File: config.mk
export PLATFORM = sky130hd
export DESIGN_NAME = tpm_sha_arbiter
export DESIGN_NICKNAME = d
export VERILOG_FILES = /design/src/rtl/tpm_sha_arbiter.sv
export SDC_FILE = /design/constraint.sdc
export NUM_CORES = 1
export LEC_CHECK = 0
export ABC_CLOCK_PERIOD_IN_PS = 6240
export CAP_MARGIN = 40
export CORE_AREA = 2 2 742 744
export DETAILED_ROUTE_END_ITERATION = 12
export DIE_AREA = 0 0 744 746
export GPL_TIMING_DRIVEN = 1
export HOLD_SLACK_MARGIN = 0.08
export PLACE_DENSITY = 0.32
export SETUP_SLACK_MARGIN = 0.2
export SYNTH_ARGS = -nofsm -noshare
export SYNTH_HDL_FRONTEND = slang
export SYNTH_SLANG_ARGS = --single-unit
File: constraint.sdc
create_clock -name clk -period 6.24 [get_ports clk]
set_input_delay 0.936 -clock clk [delete_from_list [all_inputs] [get_ports clk]]
set_output_delay 0.936 -clock clk [all_outputs]
set_load 0.01 [all_outputs]
File: src/rtl/tpm_sha_arbiter.sv
// tpm_sha_arbiter: shares one sha1 core among C_NUM_REQ requesters.
// Round-robin grant per message; the granted requester holds a lock from its
// first chunk to its last so multi-block hashes are never interleaved.
// Optional feature: define TPM_SHA_ARB_TIMEOUT_EN to add a lock watchdog that
// frees a lock left idle for C_TIMEOUT_CYCLES cycles.
module tpm_sha_arbiter #(
    parameter int C_NUM_REQ         = 2,
    parameter int C_SHA_CHUNK_SIZE  = 512,
    parameter int C_SHA_DIGEST_SIZE = 160,
    parameter int C_TIMEOUT_CYCLES  = 4096
) (
    input  logic                                   clk,
    input  logic                                   resetn,
    input  logic [C_NUM_REQ-1:0]                   req_valid,
    input  logic [C_NUM_REQ-1:0]                   req_first,
    input  logic [C_NUM_REQ-1:0]                   req_last,
    input  logic [C_NUM_REQ*C_SHA_CHUNK_SIZE-1:0]  req_chunk,
    output logic [C_NUM_REQ-1:0]                   req_ready,
    output logic [C_NUM_REQ-1:0]                   rsp_valid,
    output logic [C_NUM_REQ-1:0]                   rsp_err,
    output logic [C_SHA_DIGEST_SIZE-1:0]           rsp_digest,
    output logic [$clog2(C_NUM_REQ)-1:0]           owner,
    output logic                                   locked,
    output logic                                   sha_init,
    output logic                                   sha_next,
    output logic [C_SHA_CHUNK_SIZE-1:0]            sha_chunk,
    input  logic                                   sha_ready,
    input  logic                                   sha_valid,
    input  logic [C_SHA_DIGEST_SIZE-1:0]           sha_digest
);

    localparam int OW = $clog2(C_NUM_REQ);

    // Reject parameter sets the arbitration logic is not built for.
    if (C_NUM_REQ < 2 || C_NUM_REQ > 8 || C_TIMEOUT_CYCLES < 1) begin : g_param_check
        $error("tpm_sha_arbiter: unsupported parameter set");
    end

    typedef enum logic [2:0] {IDLE, ISSUE, HOLD, WAIT, RESP} state_t;

    state_t                        state;
    logic [OW-1:0]                 rr;
    logic                          last_flag;
    logic                          grant_hit;
    logic [OW-1:0]                 grant_idx;
    logic                          rej_hit;
    logic [OW-1:0]                 rej_idx;
    logic [C_SHA_CHUNK_SIZE-1:0]   chunk_sel;
    int                            scan;

`ifdef TPM_SHA_ARB_TIMEOUT_EN
    localparam int TW = $clog2(C_TIMEOUT_CYCLES + 1);
    logic [TW-1:0] tmo_cnt;
`endif

    // Next round-robin start position after index v, wrapping N-1 -> 0.
    function automatic logic [OW-1:0] wrap_inc(input logic [OW-1:0] v);
        return (v == OW'(C_NUM_REQ - 1)) ? '0 : v + 1'b1;
    endfunction

    // Pick the grant (owner only while locked, else round-robin over first
    // chunks) and the lowest-index continuation that must be rejected.
    always_comb begin
        grant_hit = 1'b0;
        grant_idx = '0;
        rej_hit   = 1'b0;
        rej_idx   = '0;
        scan      = 0;
        if (locked) begin
            if (req_valid[owner]) begin
                grant_hit = 1'b1;
                grant_idx = owner;
            end
        end else begin
            for (int k = 0; k < C_NUM_REQ; k++) begin
                scan = (int'(rr) + k) % C_NUM_REQ;
                if (!grant_hit && req_valid[scan] && req_first[scan]) begin
                    grant_hit = 1'b1;
                    grant_idx = OW'(scan);
                end
            end
        end
        for (int i = 0; i < C_NUM_REQ; i++) begin
            if (!rej_hit && req_valid[i] && !req_first[i] && !(locked && owner == OW'(i))) begin
                rej_hit = 1'b1;
                rej_idx = OW'(i);
            end
        end
        chunk_sel = req_chunk[int'(grant_idx)*C_SHA_CHUNK_SIZE +: C_SHA_CHUNK_SIZE];
    end

    // Message FSM: grant, issue to the core, wait for the digest, respond.
    always_ff @(posedge clk or negedge resetn) begin
        if (!resetn) begin
            state      <= IDLE;
            rr         <= '0;
            last_flag  <= 1'b0;
            locked     <= 1'b0;
            owner      <= '0;
            req_ready  <= '0;
            rsp_valid  <= '0;
            rsp_err    <= '0;
            rsp_digest <= '0;
            sha_init   <= 1'b0;
            sha_next   <= 1'b0;
            sha_chunk  <= '0;
`ifdef TPM_SHA_ARB_TIMEOUT_EN
            tmo_cnt    <= '0;
`endif
        end else begin
            req_ready <= '0;
            rsp_valid <= '0;
            rsp_err   <= '0;
            sha_init  <= 1'b0;
            sha_next  <= 1'b0;
            case (state)
                IDLE: begin
                    if (grant_hit) begin
                        state                <= ISSUE;
                        req_ready[grant_idx] <= 1'b1;
                        sha_chunk            <= chunk_sel;
                        sha_init             <= req_first[grant_idx];
                        sha_next             <= !req_first[grant_idx];
                        locked               <= 1'b1;
                        owner                <= grant_idx;
                        last_flag            <= req_last[grant_idx];
`ifdef TPM_SHA_ARB_TIMEOUT_EN
                        tmo_cnt              <= '0;
`endif
                    end else begin
`ifdef TPM_SHA_ARB_TIMEOUT_EN
                        // A silent owner loses the lock; its later continuation is rejected.
                        if (locked && tmo_cnt == TW'(C_TIMEOUT_CYCLES - 1)) begin
                            rsp_err[owner] <= 1'b1;
                            locked         <= 1'b0;
                            rr             <= wrap_inc(owner);
                            tmo_cnt        <= '0;
                        end else begin
                            if (locked) begin
                                tmo_cnt <= tmo_cnt + 1'b1;
                            end
                            if (rej_hit) begin
                                rsp_err[rej_idx] <= 1'b1;
                            end
                        end
`else
                        if (rej_hit) begin
                            rsp_err[rej_idx] <= 1'b1;
                        end
`endif
                    end
                end
                ISSUE: state <= HOLD;
                // Core status is stale for one cycle after init/next.
                HOLD:  state <= WAIT;
                WAIT: begin
                    if (sha_ready && sha_valid) begin
                        rsp_digest       <= sha_digest;
                        rsp_valid[owner] <= 1'b1;
                        state            <= RESP;
                    end
                end
                RESP: begin
                    if (last_flag) begin
                        locked <= 1'b0;
                        rr     <= wrap_inc(owner);
                    end
                    state <= IDLE;
                end
                default: state <= IDLE;
            endcase
        end
    end

endmodule
==> results of run 1 <==
==> layer usage <==
metal / vias to the layer above / wire [µm]
met5: - / 481
met4: 72 / 18100
met3: 535 / 74400
li1: 11900 / -
met2: 2034 / 165000
met1: 14900 / 133000
==> stage by stage <==
| stage | utilization | setup WS [ns] | total power, mW | hold slack (ns) | instances |
|---|---|---|---|---|---|
| 2_1_floorplan | - | 3.83 | 11.3 | 0.471 | 2104 |
| 3_3_place_gp | 0.102 | 2.24 | 23.4 | 0.491 | 11100 |
| 3_5_place_dp | 0.102 | 2.22 | 23.5 | 0.493 | 11100 |
| 4_1_cts | 0.108 | 2.79 | 29.7 | 0.508 | 11300 |
| 5_1_grt | 0.109 | 2.76 | 30.7 | 0.522 | 11400 |
| 6_report | 0.109 | 2.93 | 29.0 | 0.505 | 11400 |
==> cell families (layout without fill, tap and decap cells) <==
kind of cell / after synthesis / in the layout / synth area share
flops: 687 / 687 / 0.604
simple gates: 540 / 540 / 0.118
compound gates: 524 / 524 / 0.183
buf+inv: 192 / 2124 / 0.0312
other cells: 0 / 91 / 0
mux: 161 / 161 / 0.0636
==> worst paths after layout <==
path	from	endpoint	cells after the start
worst max-delay path	sha_chunk[150]	sha_chunk[150]	1
worst min-delay path	rsp_digest[60]	rsp_digest[60]	1
worst max register to register	locked	sha_chunk[31]	6
worst min register to register	rsp_digest[60]	rsp_digest[60]	1
max in group asynchronous	resetn	rsp_digest[31]	4
min in group asynchronous	resetn	rsp_digest[88]	2
==> sequential cells by signal, summed over array words and instances (netlist names) <==
register / cells
sha_chunk: 512
rsp_digest: 160
state: 3
req_ready: 2
rsp_err: 2
rsp_valid: 2
last_flag: 1
locked: 1
owner: 1
rr: 1
sha_init: 1
sha_next: 1
==> final cells by class <==
type | count | area [µm²]
Clock buffer | 155 | 3070
Inverter | 4 | 15.0
Clock inverter | 20 | 190
Timing Repair Buffer | 1945 | 19600
Multi-Input combinational cell | 1225 | 10400
Fill cell | 62600 | 487000
Sequential cell | 687 | 17200
Antenna cell | 91 | 228
Tap cell | 7261 | 9080
==> timing repair <==
item                                   in CTS  in global routing
endpoints found under the hold margin       1                  0
resized for setup                           0                  0
hold buffers                                1                  0
==> layout by cell type, fill, tap and decap left out, drive strengths merged, types with 2 or more instances in the layout <==
master            n
nor4              2
a221o           513
a21oi             5
dfrtp           687
clkinvlp          4
clkdlybuf4s50  1854
clkinv           12
bufinv            2
inv               6
buf              90
nand3             4
a2111oi           2
mux2            160
nor3              4
and2            513
clkbuf          155
nand2             4
diode            91
nor2              7
==> report_power, final <==
group	total [mW]	internal, mW	switching, mW
registers	8.36	6.50	1.86
logic	14.7	6.05	8.63
clock network	5.93	3.44	2.49
==> metrics.md, run 1 <==
| Metric | Value |
|---|---|
| Status | finished clean |
| Highest clock rate | a little over 0.3 GHz |
| Max IR drop VDD | 0.260 mV |
| Largest fanout on the critical path | 2 |
| Crit path buffers/inverters | 1 |
| Die Y | 746 µm |
| Largest net degree at the start of global routing | 139 |
| Post-synthesis async set-or-reset flop share | 1.00 |
| Slew HR | 0.272 |
| Postcts setup bufs | 0 |
| Crit-path slowest cell | clkdlybuf4s50_1 |
| Global-route wire length before repair | ~460 mm |
| RSZ-0062 raised after global routing | false |
| Fin Setup TNS | 0 ns |
| Share of the synthesized area in the top cell type | 0.604 |
| Post-DP Area | 56,100 µm² |
| WL final | 391 mm |
| Vias in the first global route | between 30,000 and 40,000 |
| Tcrit/Tclk final | 0.531 |
| Total gr overflow | 0 |
| CTS tree | done |
| I/O pin cnt | roughly 1,900 |
| Sequential area share after synthesis | 0.604 |
| Tmin final | 3.31 ns |
| Mean Syn Cell Area | between 10 and 15 µm² |
| Met1 usage | 0.133 |
| Syn nets | 3,298 |
| Cts bufs inserted | 103 |
| Vias | between 20,000 and 30,000 |
| Netlist cell types | 30 |
| Leading area contributor after synthesis | dfrtp_1 |
| WP data required | 5.30 ns |
| Hold Path Class | reg -> reg |
| Synth Register Bits | approximately 690 |
| Max-slew violations | 0 |
| CP top delay family | buffers and inverters |
| RePlAce Congestion | 0.974 |
| DR vias/cell | 2.59 |
| Hold Vio Cnt, Final | 0 |
| GRT Overall Usage | 0.135 |
| Share of cells above drive strength 1 | 0.101 |
| FF-to-FF setup slack | around 3 ns |
| Initial DRC Count | 2,174 |
| Leakage power total | 21.9 nW |
| Synth top cells by count | dfrtp_1 (687), a221o_1 (513), and2_1 (513) |
| Synth warn | 0 |
| Core ar. | 547,000 µm² |
| Initial antenna violation count | 230 |
| Synthesized area | about 28,000 µm² |
| Dpl hpwl | approximately 350 mm |
| Router iterations before antenna repair | 7 |
| Met3 GRT Util | 0.118 |
| Residual DRC | 0 |
| Initial Util | 0.0520 |
| Worst skew pair latency | 0.86 ns |
| Critical path, cell by cell | clkdlybuf4s50_1 |
| Top post-synthesis cells by area | dfrtp_1 (60%), a221o_1 (18%), and2_1 (11%) |
| Average wire per standard cell | 34.4 µm |
| Met2 usage | 0.203 |
| Number of nets in the layout | 5,160 |
| Setup crit end kind | output pin |
| Most used DFF post-synth | dfrtp_1 |
| GRT busiest layer | met2 |
| Final antenna-violating net count | 0 |
| Worst path max stage delay | 1.10 ns |
| Max-Cap Viols | 0 |
| Total power divided by cell area | 485 nW/µm² |
| Finished Cell Area | 59,800 µm² |
| Layout area overhead | 110% |
| Clk buf depth | 4 |
| Final setup violation count | 0 |
| Worst path arrival time | approximately 2.4 ns |
| Chip width | 744 µm |
| Row cnt | around 270 |
| Most frequent cell after synthesis | dfrtp_1 |
| Crit path launch type | flip-flop |
| CTS Sinks | 687 |
| Measured slew at the worst slew-check pin | around 1.1 ns |
| H-tree depth | 3 |
| Clock skew | approximately 0.086 ns |
| IO Port Bufs | 1,875 |
| Root Driver | clkbuf_16 |
| Clock slew at reported path FFs | 0.06 ns |
| Post-synth EDFFs | 0 |
| Critical path class | reg -> out |
| Cell count after synthesis | 2,104 |
| Die Area | 555,000 µm² |
No activity file was read; power rests on OpenSTA's default activity.
==> inputs of run 2 (changes only) <==
==> config.mk (replaced) <==
export PLATFORM = sky130hd
export DESIGN_NAME = tpm_sha_arbiter
export DESIGN_NICKNAME = d
export VERILOG_FILES = /design/src/rtl/tpm_sha_arbiter.sv
export SDC_FILE = /design/constraint.sdc
export NUM_CORES = 1
export LEC_CHECK = 0
export ABC_CLOCK_PERIOD_IN_PS = 2800
export CAP_MARGIN = 40
export CORE_AREA = 2 2 738 740
export DETAILED_ROUTE_END_ITERATION = 12
export DIE_AREA = 0 0 740 742
export GPL_TIMING_DRIVEN = 1
export HOLD_SLACK_MARGIN = 0.08
export PLACE_DENSITY = 0.33
export SETUP_SLACK_MARGIN = 0.2
export SYNTH_ARGS = -nofsm -noshare
export SYNTH_HDL_FRONTEND = slang
export SYNTH_SLANG_ARGS = --single-unit
==> constraint.sdc (replaced) <==
create_clock -name clk -period 2.8 [get_ports clk]
set_input_delay 0.42 -clock clk [delete_from_list [all_inputs] [get_ports clk]]
set_output_delay 0.42 -clock clk [all_outputs]
set_load 0.01 [all_outputs]
==> run 2 against run 1 <==
Net effect:
- combinational power grew 120%
- worst setup slack worse by 2.7 ns
- non-clock buffer count rose by 240
- core utilization up 0.50 points
- die area is 1.1% lower
- flip-flop and latch count is the same
- register-to-register slack worse by 2.7 ns
- critical endpoint is now sha_chunk[209]
==> metrics.md, run 2 (synthesized netlist as in run 1, its figures left out) <==
| Metric | Value |
|---|---|
| Average wire per standard cell | 33.2 µm |
| Crit path launch type | flip-flop |
| Router iterations before antenna repair | 5 |
| Final setup margin | 0.246 ns |
| FF-to-FF setup slack | between 0.3 and 0.4 ns |
| Final setup violation count | 0 |
| Multi-input gate area | ~10,000 µm² |
| Status | finished clean |
| CP top delay family | buffers and inverters |
| Crit-path slowest cell | clkdlybuf4s50_1 |
| Cts bufs inserted | 103 |
| Die Y | 742 µm |
| Initial Util | 0.0525 |
| Hold Vio Cnt, Final | 0 |
| Max-slew violations | 0 |
| Total power divided by cell area | around 1000 nW/µm² |
| Dpl hpwl | 343 mm |
| Largest fanout on the critical path | 2 |
| Layout area overhead | 117% |
| Fillers | between 60,000 and 70,000 |
| Clk buf depth | 4 |
| Core ar. | ~540,000 µm² |
| Leakage power total | ~24 nW |
| Highest clock rate | 0.392 GHz |
| Largest net degree at the start of global routing | 67 |
| Util after Layout | 0.114 |
| Worst path max stage delay | around 0.95 ns |
| Tmin final | 2.55 ns |
| Die Area | 549,000 µm² |
| IO Port Bufs | 1,875 |
| RSZ-0062 raised after global routing | false |
| Final antenna-violating net count | 0 |
| Top Registers | sha_chunk (512), rsp_digest (160), state (3) |
| Place WS | -0.814 ns |
| Commonest non-fill, non-tap cell in the layout | clkdlybuf4s50_1 |
| Max FFs per register | roughly 510 |
| Clock slew at reported path FFs | 0.06 ns |
| Fin Setup TNS | 0 ns |
| Max-Cap Viols | 0 |
| Initial antenna violation count | 200 |
| Tcrit/Tclk final | 0.912 |
| CTS Sinks | 687 |
| Worst path arrival time | 2.13 ns |
| Vias in the first global route | 32,200 |
| Critical path, cell by cell | clkdlybuf4s50_1 |
| Max IR drop VDD | 0.546 mV |
| Slew HR | 0.397 |
| Chip width | 740 µm |
| Reg area | 17,200 µm² |
| Non-filler cells, final | 11,600 |
| GRT Overall Usage | 0.134 |
| H-tree depth | 3 |
| DR vias/cell | roughly 2.6 |
| Placed insts | 11,100 |
| Measured slew at the worst slew-check pin | 0.904 ns |
| Crit path buffers/inverters | 1 |
| Clock skew | 0.102 ns |
| Global-route wire length before repair | approximately 460 mm |
| Share of cells above drive strength 1 | 0.120 |
| Initial DRC Count | between 1,500 and 2,000 |
| Residual DRC | 0 |
| Row cnt | ~270 |
| I/O pin cnt | around 1,900 |
| Setup crit end kind | output pin |
| RePlAce Congestion | approximately 0.91 |
| Biggest register | sha_chunk |
| Most frequent cells in the layout | clkdlybuf4s50_1 (1,562), dfrtp_1 (684), a221o_1 (513), and2_1 (508), dlygate4sd2_1 (258) |
| Vias | 30,100 |
| WL final | 384 mm |
| Critical path class | reg -> out |
| Number of nets in the layout | 5,400 |
| Total gr overflow | 0 |
| Hold Path Class | in -> reg |
| Root Driver | clkbuf_16 |
| Worst skew pair latency | 0.88 ns |
| CTS tree | done |
| WP data required | 2.38 ns |
run 2: changes by cell type in the layout (fill, tap and decap cells not counted), moves of 7 or more:
cell,delta
clkdlybuf4s50_1,-292
dlygate4sd2_1,+258
dlygate4sd3_1,+182
buf_4,+59
diode_2,-37
buf_12,+17
buf_8,-15
clkbuf_1,-11
dlymetal6s2s_1,+11
buf_2,+10
clkinv_2,+9
bufinv_16,+7
run 2: worst paths after layout:
| path | start | to | cells after the start |
|---|---|---|---|
| min | req_chunk[137] | sha_chunk[137] | 2 |
| min in group asynchronous | resetn | sha_chunk[111] | 2 |
| max reg2reg | locked | sha_chunk[307] | 6 |
| max in group asynchronous | resetn | sha_chunk[485] | 3 |
| max | sha_chunk[209] | sha_chunk[209] | 1 |
| min reg2reg | rsp_digest[88] | rsp_digest[88] | 1 |
run 2: area by class of cell:
class	instances	share of cell area
tap	7234	0.146
clock inverter	43	0.00828
clock buffer	139	0.0474
timing repair buffer	2185	0.350
sequential	687	0.278
antenna	54	0.00218
multi-input combinational	1225	0.168
inverter	4	0.000242
run 2: metrics by stage:
stage	instance area, µm²	hold WS [ns]	total power [mW]
floorplan	28500	0.124	25.2
global placement	56600	0.488	52.4
detailed placement	56600	0.484	52.4
CTS	61600	0.0811	65.9
global route	61900	0.0969	67.9
finish	61900	0.198	63.8
run 2: power by group:
part,internal [mW],switching [mW]
clock network,8.14,5.55
registers,14.5,3.66
logic,12.4,19.6
total,35.0,28.8
run 2: per-layer routing:
metal	global-route usage	wire length (µm)	vias up
li1	-	-	12400
met1	0.141	139000	15300
met2	0.204	163000	1872
met3	0.105	65200	549
met4	0.0438	15200	66
met5	0	448	-
run 2: timing repair:
item,4_1_cts,5_1_grt
hold buffers,183,0
hold endpoints to repair,252,0
pin swaps,1,0
setup endpoints to repair,742,71
gates resized for setup,267,22
setup buffers,2,2
cloned,1,2
